File: src/rtl/l2_pkg.sv
// Shared L2 definitions: line geometry, load_manager state encoding and
// helpers that compose per-word bus and cache-RAM addresses.
package l2_pkg;

  localparam int unsigned LINE_WORDS     = 16;
  localparam int unsigned WORD_IDX_W     = 4;
  localparam int unsigned MEM_RD_LATENCY = 2;
  localparam int unsigned DATA_W         = 32;
  localparam int unsigned PADDR_W        = 32;
  localparam int unsigned GADDR_W        = 8;
  localparam int unsigned LINE_TAG_W     = PADDR_W - WORD_IDX_W - 2;
  localparam int unsigned GROUP_W        = GADDR_W - WORD_IDX_W;
  localparam int unsigned DRAIN_W        = $clog2(MEM_RD_LATENCY + 1);

  typedef logic [WORD_IDX_W-1:0] word_idx_t;

  localparam word_idx_t LAST_WORD = WORD_IDX_W'(LINE_WORDS - 1);

  typedef enum logic [2:0] {
    IDLE,
    WFETCH,
    WDRAIN,
    WBUS,
    RBUS,
    DONE
  } lm_state_e;

  // Byte address of word idx within the line whose tag is pa[31:6].
  function automatic logic [PADDR_W-1:0] bus_word_addr(input logic [LINE_TAG_W-1:0] line,
                                                        input word_idx_t idx);
    return {line, idx, 2'b00};
  endfunction

  // Cache RAM word index of word idx within the group ga[7:4].
  function automatic logic [GADDR_W-1:0] ram_word_addr(input logic [GROUP_W-1:0] grp,
                                                        input word_idx_t idx);
    return {grp, idx};
  endfunction

endpackage

File: src/rtl/load_line_buffer.sv
// 16x32 line staging buffer: one synchronous write port, one combinational
// read port.
//   clk            : clock
//   we/waddr/wdata : write port
//   raddr/rdata_c  : read port (combinational)
module load_line_buffer
  import l2_pkg::*;
(
  input  logic              clk,
  input  logic              we,
  input  word_idx_t         waddr,
  input  logic [DATA_W-1:0] wdata,
  input  word_idx_t         raddr,
  output logic [DATA_W-1:0] rdata_c
);

  logic [DATA_W-1:0] mem_q [LINE_WORDS];

  // Storage needs no reset: every word is written before it is read.
  always_ff @(posedge clk) begin
    if (we) mem_q[waddr] <= wdata;
  end

  assign rdata_c = mem_q[raddr];

endmodule

File: src/rtl/load_manager.sv
// Cache-line transfer engine: writes one 16-word line from the cache data RAM
// to the bus (wtrig) or fills one line from the bus into the RAM (rtrig).
//   clk, reset                     : clock, async active-high reset
//   wtrig, rtrig                   : start writeback / fill (sampled in IDLE)
//   physical_addr, group_addr      : line bus address / RAM line base
//   bus_rreq, bus_wreq             : burst requests
//   bus_acc, bus_busy              : grant / stall
//   bus_addr, bus_rdata, bus_wdata : beat address and data
//   mem_wreq, mem_waddr, mem_wdata : RAM write port
//   mem_raddr, mem_rdata           : RAM read port (MEM_RD_LATENCY cycles)
//   fault, finish                  : one-cycle status pulses
module load_manager
  import l2_pkg::*;
(
  input  logic               clk,
  input  logic               reset,
  input  logic               wtrig,
  input  logic               rtrig,
  input  logic [PADDR_W-1:0] physical_addr,
  input  logic [GADDR_W-1:0] group_addr,
  output logic               bus_rreq,
  output logic               bus_wreq,
  input  logic               bus_acc,
  input  logic               bus_busy,
  output logic [PADDR_W-1:0] bus_addr,
  input  logic [DATA_W-1:0]  bus_rdata,
  output logic [DATA_W-1:0]  bus_wdata,
  output logic               mem_wreq,
  output logic [GADDR_W-1:0] mem_raddr,
  output logic [GADDR_W-1:0] mem_waddr,
  input  logic [DATA_W-1:0]  mem_rdata,
  output logic [DATA_W-1:0]  mem_wdata,
  output logic               fault,
  output logic               finish
);

  lm_state_e                 state_q, state_d;
  logic [LINE_TAG_W-1:0]     line_q, line_d;
  logic [GROUP_W-1:0]        grp_q, grp_d;
  word_idx_t                 fetch_q, fetch_d;
  word_idx_t                 cap_q, cap_d;
  word_idx_t                 beat_q, beat_d;
  logic [DRAIN_W-1:0]        drain_q, drain_d;
  logic [MEM_RD_LATENCY-1:0] pipe_q, pipe_d;
  logic                      any_beat_q, any_beat_d;
  logic                      fault_d;
  logic [GADDR_W-1:0]        raddr_d;
  logic                      in_burst, beat_done, fill_beat, cap_we;
  logic [DATA_W-1:0]         buf_rdata_c;
  logic                      unused_addr_bits;

  assign unused_addr_bits = ^{physical_addr[5:0], group_addr[3:0]};

  // A beat completes only while our own request is up (state is WBUS/RBUS).
  assign in_burst  = (state_q == WBUS) || (state_q == RBUS);
  assign beat_done = in_burst && bus_acc && !bus_busy;
  assign fill_beat = beat_done && (state_q == RBUS);
  // RAM read data arrives when the issue marker reaches the pipe's last stage.
  assign cap_we    = pipe_q[MEM_RD_LATENCY-1];

  load_line_buffer u_buf (
    .clk     (clk),
    .we      (cap_we),
    .waddr   (cap_q),
    .wdata   (mem_rdata),
    .raddr   (beat_d),
    .rdata_c (buf_rdata_c)
  );

  // Next-state and counter logic.
  always_comb begin
    state_d    = state_q;
    line_d     = line_q;
    grp_d      = grp_q;
    fetch_d    = fetch_q;
    beat_d     = beat_q;
    drain_d    = drain_q;
    any_beat_d = any_beat_q;
    fault_d    = 1'b0;
    raddr_d    = mem_raddr;
    cap_d      = cap_we ? cap_q + WORD_IDX_W'(1) : cap_q;
    pipe_d     = {pipe_q[MEM_RD_LATENCY-2:0], (state_q == WFETCH)};

    case (state_q)
      IDLE: begin
        if (wtrig && rtrig) begin
          fault_d = 1'b1;
        end else if (wtrig || rtrig) begin
          state_d    = wtrig ? WFETCH : RBUS;
          line_d     = physical_addr[PADDR_W-1:WORD_IDX_W+2];
          grp_d      = group_addr[GADDR_W-1:WORD_IDX_W];
          fetch_d    = '0;
          cap_d      = '0;
          beat_d     = '0;
          drain_d    = '0;
          any_beat_d = 1'b0;
          if (wtrig) raddr_d = ram_word_addr(group_addr[GADDR_W-1:WORD_IDX_W], '0);
        end
      end
      WFETCH: begin
        if (fetch_q == LAST_WORD) begin
          state_d = WDRAIN;
        end else begin
          fetch_d = fetch_q + WORD_IDX_W'(1);
          raddr_d = ram_word_addr(grp_q, fetch_d);
        end
      end
      WDRAIN: begin
        if (drain_q == DRAIN_W'(MEM_RD_LATENCY - 1)) state_d = WBUS;
        else drain_d = drain_q + DRAIN_W'(1);
      end
      WBUS, RBUS: begin
        if (beat_done) begin
          any_beat_d = 1'b1;
          beat_d     = beat_q + WORD_IDX_W'(1);
          if (beat_q == LAST_WORD) state_d = DONE;
        end else if (any_beat_q && !bus_acc) begin
          // Grant lost mid-burst: abandon the line.
          fault_d = 1'b1;
          state_d = IDLE;
        end
      end
      DONE:    state_d = IDLE;
      default: state_d = IDLE;
    endcase
  end

  // State and counter registers.
  always_ff @(posedge clk or posedge reset) begin
    if (reset) begin
      state_q    <= IDLE;
      line_q     <= '0;
      grp_q      <= '0;
      fetch_q    <= '0;
      cap_q      <= '0;
      beat_q     <= '0;
      drain_q    <= '0;
      pipe_q     <= '0;
      any_beat_q <= 1'b0;
    end else begin
      state_q    <= state_d;
      line_q     <= line_d;
      grp_q      <= grp_d;
      fetch_q    <= fetch_d;
      cap_q      <= cap_d;
      beat_q     <= beat_d;
      drain_q    <= drain_d;
      pipe_q     <= pipe_d;
      any_beat_q <= any_beat_d;
    end
  end

  // Registered outputs, driven from the next-state view so they line up
  // with the state they describe.
  always_ff @(posedge clk or posedge reset) begin
    if (reset) begin
      bus_wreq  <= 1'b0;
      bus_rreq  <= 1'b0;
      bus_addr  <= '0;
      bus_wdata <= '0;
      mem_wreq  <= 1'b0;
      mem_raddr <= '0;
      mem_waddr <= '0;
      mem_wdata <= '0;
      fault     <= 1'b0;
      finish    <= 1'b0;
    end else begin
      bus_wreq  <= (state_d == WBUS);
      bus_rreq  <= (state_d == RBUS);
      bus_addr  <= ((state_d == WBUS) || (state_d == RBUS)) ? bus_word_addr(line_d, beat_d) : '0;
      bus_wdata <= (state_d == WBUS) ? buf_rdata_c : '0;
      mem_wreq  <= fill_beat;
      mem_raddr <= raddr_d;
      if (fill_beat) begin
        mem_waddr <= ram_word_addr(grp_q, beat_q);
        mem_wdata <= bus_rdata;
      end
      fault     <= fault_d;
      finish    <= (state_d == DONE);
    end
  end

endmodule

File: config.mk
export PLATFORM = sky130hd
export DESIGN_NAME = load_manager
export DESIGN_NICKNAME = d
export VERILOG_FILES = /design/src/rtl/l2_pkg.sv /design/src/rtl/load_line_buffer.sv /design/src/rtl/load_manager.sv
export SDC_FILE = /design/constraint.sdc
export NUM_CORES = 1
export LEC_CHECK = 0
export BUFFER_PORTS_ARGS = -buffer_cell sky130_fd_sc_hd__buf_4
export CAP_MARGIN = 20
export CORE_UTILIZATION = 59
export DETAILED_ROUTE_END_ITERATION = 10
export GPL_TIMING_DRIVEN = 0
export PLACE_DENSITY_LB_ADDON = 0.1
export RECOVER_POWER = 25
export SYNTH_ARGS = -nofsm -noshare
export SYNTH_HDL_FRONTEND = slang
export SYNTH_HIERARCHICAL = 1
export SYNTH_SLANG_ARGS = --single-unit
export TNS_END_PERCENT = 1
File: constraint.sdc
create_clock -name clk -period 6.1 [get_ports clk]
set_input_delay 1.22 -clock clk [delete_from_list [all_inputs] [get_ports clk]]
set_output_delay 1.22 -clock clk [all_outputs]
set_load 0.01 [all_outputs]
Yosys cells after proc, flatten, opt, wreduce, memory -nomap -nowiden
Memory sizes are Yosys's and may differ from the RTL's. Cells that the tools add are included.

RAM bits: 512. Logic and storage cells: 106. Output and inout port bits: 117. Input bits: 110. Flip-flop bits (word level): 167. Memory bits (read-only): 0. Latch bits: 0. Memories kept: 1.

Memory list: u_buf.mem_q (words 16, bits a word 32, read ports 1, clocked after Yosys merged registers in 0, wr ports 1, line load_line_buffer.sv:17) `logic [DATA_W-1:0] mem_q [LINE_WORDS];`.

Multipliers: 0. Divide/modulo/power cells: 0. $add $sub $neg: 4. Shift operators: 0. Equal/unequal tests: 16. Bitwise gates (word level): 1. Muxes and demuxes: 45. $lt $le $gt $ge: 0. Reduce and logical (&&, ||, !) cells: 20.

Operators with widths (count): 26-bit 2-to-1 mux (3); 32-bit 2-to-1 mux (2); 4-bit 2-to-1 mux (10); 8-bit 2-to-1 mux (4); 3-bit 2-to-1 mux (8); 4-bit one-hot mux with 2 select lines (2); 8-bit one-hot mux with 2 select lines (1); 4-bit by 1-bit adder with 4-bit output, second input constant (3); 2-bit inequality test, second input constant (6); 3-bit one-hot mux with 4 select lines (1); 4-bit AND reduction (3); 3-bit by 2-bit == test with 1-bit output, second input constant (3); 3-bit == test, second input constant (3); 4-bit == test, second input constant (2); 1-bit 2-to-1 mux (8); 2-bit 2-to-1 mux (3); 2-bit nonzero test (3); 1-bit logical AND (5); 5-bit AND reduction (1); 1-bit one-hot mux with 2 select lines (2); 2-bit one-hot mux with 2 select lines (1); 3-bit by 1-bit == test with 1-bit output, second input constant (1); 3-bit logical NOT (1); 1-bit logical OR (3); other kinds (6) (7).

Depth between registers and ports, before layout
Depth after elaboration: 9. Depth in mapped cells: 13.

Modules after synthesis
Netlist, hierarchy kept.

Modules (own cells, without submodules): load_line_buffer (seq. area each 15374.7 µm², area an instance 19194.7 µm², cells an instance 806, instances 1); load_manager (seq. area each 4129.0 µm², area an instance 6256.0 µm², cells an instance 557, instances 1).

Least setup slack after synthesis
Ideal clock, no wire load.

Path type: input to register. Start: in wtrig. End: reg bus_wdata[22]. Buffers on the path: 3. Library setup time: 120 ps. Cell stages on the path: 13. Required time: 5980 ps. Arrival: 3536 ps. Slack: 2444 ps. Path through: inv_1 -> ha_1 -> nor2_1 -> nand2_1 -> clkbuf_1 -> nand2_1 -> mux2i_1 -> buf_2 -> buf_2 -> mux4_2 -> a22oi_1 -> nand2_1 -> and3_1.

Word-level cells in the longest chain between the ends: 6.

Ends and longest elaborated chain: start: declaration (line load_manager.sv:17) `input logic wtrig,`; 1-bit logical OR (line load_manager.sv:88) `end else if (wtrig || rtrig) begin`; 4-bit 2-to-1 mux (line load_manager.sv:88); 4-bit 2-to-1 mux (*) (line load_manager.sv:86) `if (wtrig && rtrig) begin`; 4-bit one-hot mux with 2 select lines (*) (line load_manager.sv:84) `case (state_q)`; net beat_d[0] (line load_manager.sv:42) `word_idx_t beat_q, beat_d;`; memory read 16 x 32 bit (*); net buf_rdata_c[22] (line load_manager.sv:49) `logic [DATA_W-1:0] buf_rdata_c;`; 32-bit 2-to-1 mux (*) (line load_manager.sv:171) `bus_wdata <= (state_d == WBUS) ? buf_rdata_c : '0;`; end signal: assignment (line load_manager.sv:171); end: declaration (line load_manager.sv:27) `output logic [DATA_W-1:0] bus_wdata,`.

The timed path passes the listed nets; every way through them passes the cells marked *. A chain may end at the register's enable or synchronous reset.

Worst setup path in the final report
Ends and elaborated chain as after synthesis.

==> impl_metrics.py <==
metrics = {
    "sta": {
        "finalMaxSlewViolations": 0,
        "period_share_pct": 67.2,
        "max_freq_mhz": 244,
        "worstMarginPinSlew_ns": 0.994,
        "finalHoldViolations": 0,
        "slew_headroom_pct": 33.4,
        "rsz0062_at_grt": "no",
        "fin_skew_ns": 0.0156,
        "setup_viol": 0,
        "period_needed_ns": 4.10,
    },
    "logic_synthesis": {
        "seq_area_frac_synth_pct": 76.6,
        "synth_edf_count": 512,
        "netlist_instances": 1363,
        "syn_area_sq_um": 25500,
        "synth_top_area_share_pct": 60.4,
        "synth.avg_cell_area_sq_um": 18.7,
        "synth.area.top_cells": "edfxtp_1 (60%), dfrtp_1 (16%), mux4_2 (11%)",
        "synth_cell_types": 49,
        "synth_top_area_cell": "edfxtp_1",
        "ys.flop_type": "edfxtp_1",
        "synth-seq-cells": 677,
        "yosysWarningCount": 6,
        "async_flop_share_pct": 24.4,
    },
    "die": {
        "start_util_pct": 60.3,
        "rows": 75,
        "io_pins": 227,
        "chipWidth_um": 210,
        "die_h_um": 210,
        "core-area_sq_um": 42200,
        "die-area_sq_um": 44000,
    },
    "clock_tree": {
        "numCtsBuffers": 67,
        "cts.sinks": 677,
        "cts_resized": 0,
        "cts_max_path_buffers": 3,
        "cts_root_buffer": "clkbuf_16",
        "path_clk_slew_ns": 0.06,
        "clk_latency_ns": 0.58,
        "hold_buffers": 0,
        "cts_max_level": 3,
        "cts_setup_buffers": 0,
        "cts_tree": "yes",
    },
    "grt": {
        "antenna_found_initial": 2,
        "grt_util_met1_pct": 36.5,
        "grt_pass1_vias": 13900,
        "use_met2_pct": 42.5,
        "grt_usage_pct": 26.1,
        "grt_max_degree": 91,
        "use_met3_pct": 4.43,
        "grt_most_used_layer": "met2",
        "grt_overflow": 0,
        "grt_pass1_wl_um": 83700,
    },
    "layout": {
        "drive_above_1_share_pct": 28.6,
        "fin_nets": 1791,
        "design_area_sq_um": 30300,
        "areaGrowthSynthToFinish_pct": 19.2,
        "final_util_pct": 71.8,
    },
    "route": {
        "routed_via_density": 6.01,
        "drc_errors": 0,
        "drt_iter0_drc": 1445,
        "dr.pass1.iters": 7,
        "via_count": 13600,
        "wirelength_um": 55600,
        "ant_nets": 0,
        "wire_per_inst_um": 24.5,
    },
    "power_and_ir_drop": {
        "power.leakage_uw": 0.0113,
        "p_per_area_nw_per_um2": 437,
        "peakVddDrop_uv": 302,
    },
    "setup_path": {
        "cp-end-kind": "register",
        "cp.required_ns": 6.56,
        "start_kind": "primary input",
        "worstSetupPathType": "in -> reg",
        "cp.arrival_ns": 4.55,
        "cp_max_fo": 10,
    },
    "run_status": {
        "status": "complete, no violations",
    },
    "worst_hold_path": {
        "min_path_type": "reg -> reg",
    },
    "flow_run": {
        "maxCapViolations": 0,
    },
    "placed_design": {
        "place_hpwl_um": 35200,
        "io_buffers": 214,
        "placedInstanceArea_sq_um": 28300,
        "gp_congestion": 0.807,
    },
}
==> logic make-up after synthesis <==
family	synth area share, %
mux	12.1
fa+ha+maj	0.295
buf+inv	1.51
simple gates	6.55
flops	76.6
compound gates	2.74
xor+xnor	0.172
other cells	0.0147
==> layout by cell type (no fill, tap or decap), drive strengths merged, types with 12 or more instances in the layout <==
cell	netlist	final
clkbuf	32	159
nor2b	31	31
dfrtp	165	165
a22oi	64	64
nor2	23	23
buf	39	250
nand2	238	238
and3	32	32
edfxtp	512	512
clkinv	0	22
o21ai	12	12
mux4	128	128
==> Yosys cell counts (3+ instances only) <==
library cell,instances
edfxtp_1,512
and3_1,32
a22oi_1,64
nand3_1,5
nor2b_4,10
buf_4,11
o21ai_0,12
nand2_1,238
and2b_1,4
inv_1,6
mux4_2,128
buf_1,14
dfrtp_1,165
nor2_1,23
nand4_1,3
buf_2,11
a21o_1,3
nor2b_1,21
and2_1,3
ha_1,6
nand3b_1,3
nor3_1,6
clkbuf_1,32
mux2_2,8
xor2_1,3
mux2i_1,10
==> state kept, by name, summed over array words and instances, names as in the netlist, 4 cells and up <==
register / cells
u_buf/mem_q: 512
bus_wdata: 32
mem_wdata: 32
bus_addr: 30
line_q: 26
mem_raddr: 8
mem_waddr: 8
beat_q: 4
cap_q: 4
fetch_q: 4
grp_q: 4
==> per-stage QoR <==
step	setup slack (ns)	power, uW	TNS (ns)	hold WS, ns	std cells
6_report	2.00	13300	0	0.382	2270
5_1_grt	1.60	13800	0	0.382	2268
4_1_cts	1.94	13400	0	0.393	2268
3_5_place_dp	1.35	9410	0	0.384	2145
3_3_place_gp	-1.45	9290	-239.75	0.380	2117
2_1_floorplan	0.418	8110	0	0.331	1364
==> layer usage <==
| metal | up-vias | wire length (um) |
|---|---|---|
| li1 | 5899 | - |
| met1 | 7108 | 23100 |
| met2 | 540 | 27300 |
| met3 | 94 | 3950 |
| met4 | 2 | 1220 |
| met5 | - | 12 |
==> path summary, 6_finish.rpt <==
| path | from | endpoint | slack (ns) | cells after the start |
|---|---|---|---|---|
| setup / recovery | wtrig | bus_wdata[22] | 2.00 | 14 |
| hold / removal | pipe_q[0] | pipe_q[1] | 0.38 | 0 |
| setup reg to reg | state_q[1] | bus_wdata[21] | 2.22 | 11 |
| hold reg to reg | pipe_q[0] | pipe_q[1] | 0.38 | 0 |
| max in group asynchronous | reset | bus_wdata[11] | 4.58 | 3 |
| min in group asynchronous | reset | line_q[0] | 0.70 | 2 |
==> cell type report <==
cell class | instances | area (sq um)
sequential | 677 | 19500
fill | 2636 | 11900
multi-input combinational | 608 | 5680
timing repair buffer | 242 | 1950
clock buffer | 96 | 1920
tap | 539 | 674
buffer | 71 | 353
clock inverter | 27 | 198
inverter | 8 | 40.0
antenna | 2 | 5.00
==> report_power, final <==
| part | leakage [uW] | internal, uW | total (uW) | switching [uW] |
|---|---|---|---|---|
| Combinational | 0.00350 | 1690 | 3590 | 1910 |
| Clock | 0.00103 | 2320 | 3960 | 1630 |
| Sequential | 0.00680 | 5490 | 5720 | 228 |
==> worst max-delay path: stages <==
cell	delay, ns
buf_4	0.13
inv_1	0.06
ha_1	0.17
nor2_1	0.07
nand2_1	0.21
clkbuf_1	0.41
nand2_1	0.10
mux2i_1	0.29
buf_2	0.37
buf_2	0.46
mux4_2	0.57
a22oi_1	0.21
nand2_1	0.09
and3_1	0.16
Note: power is estimated with default switching activity, not from simulation.
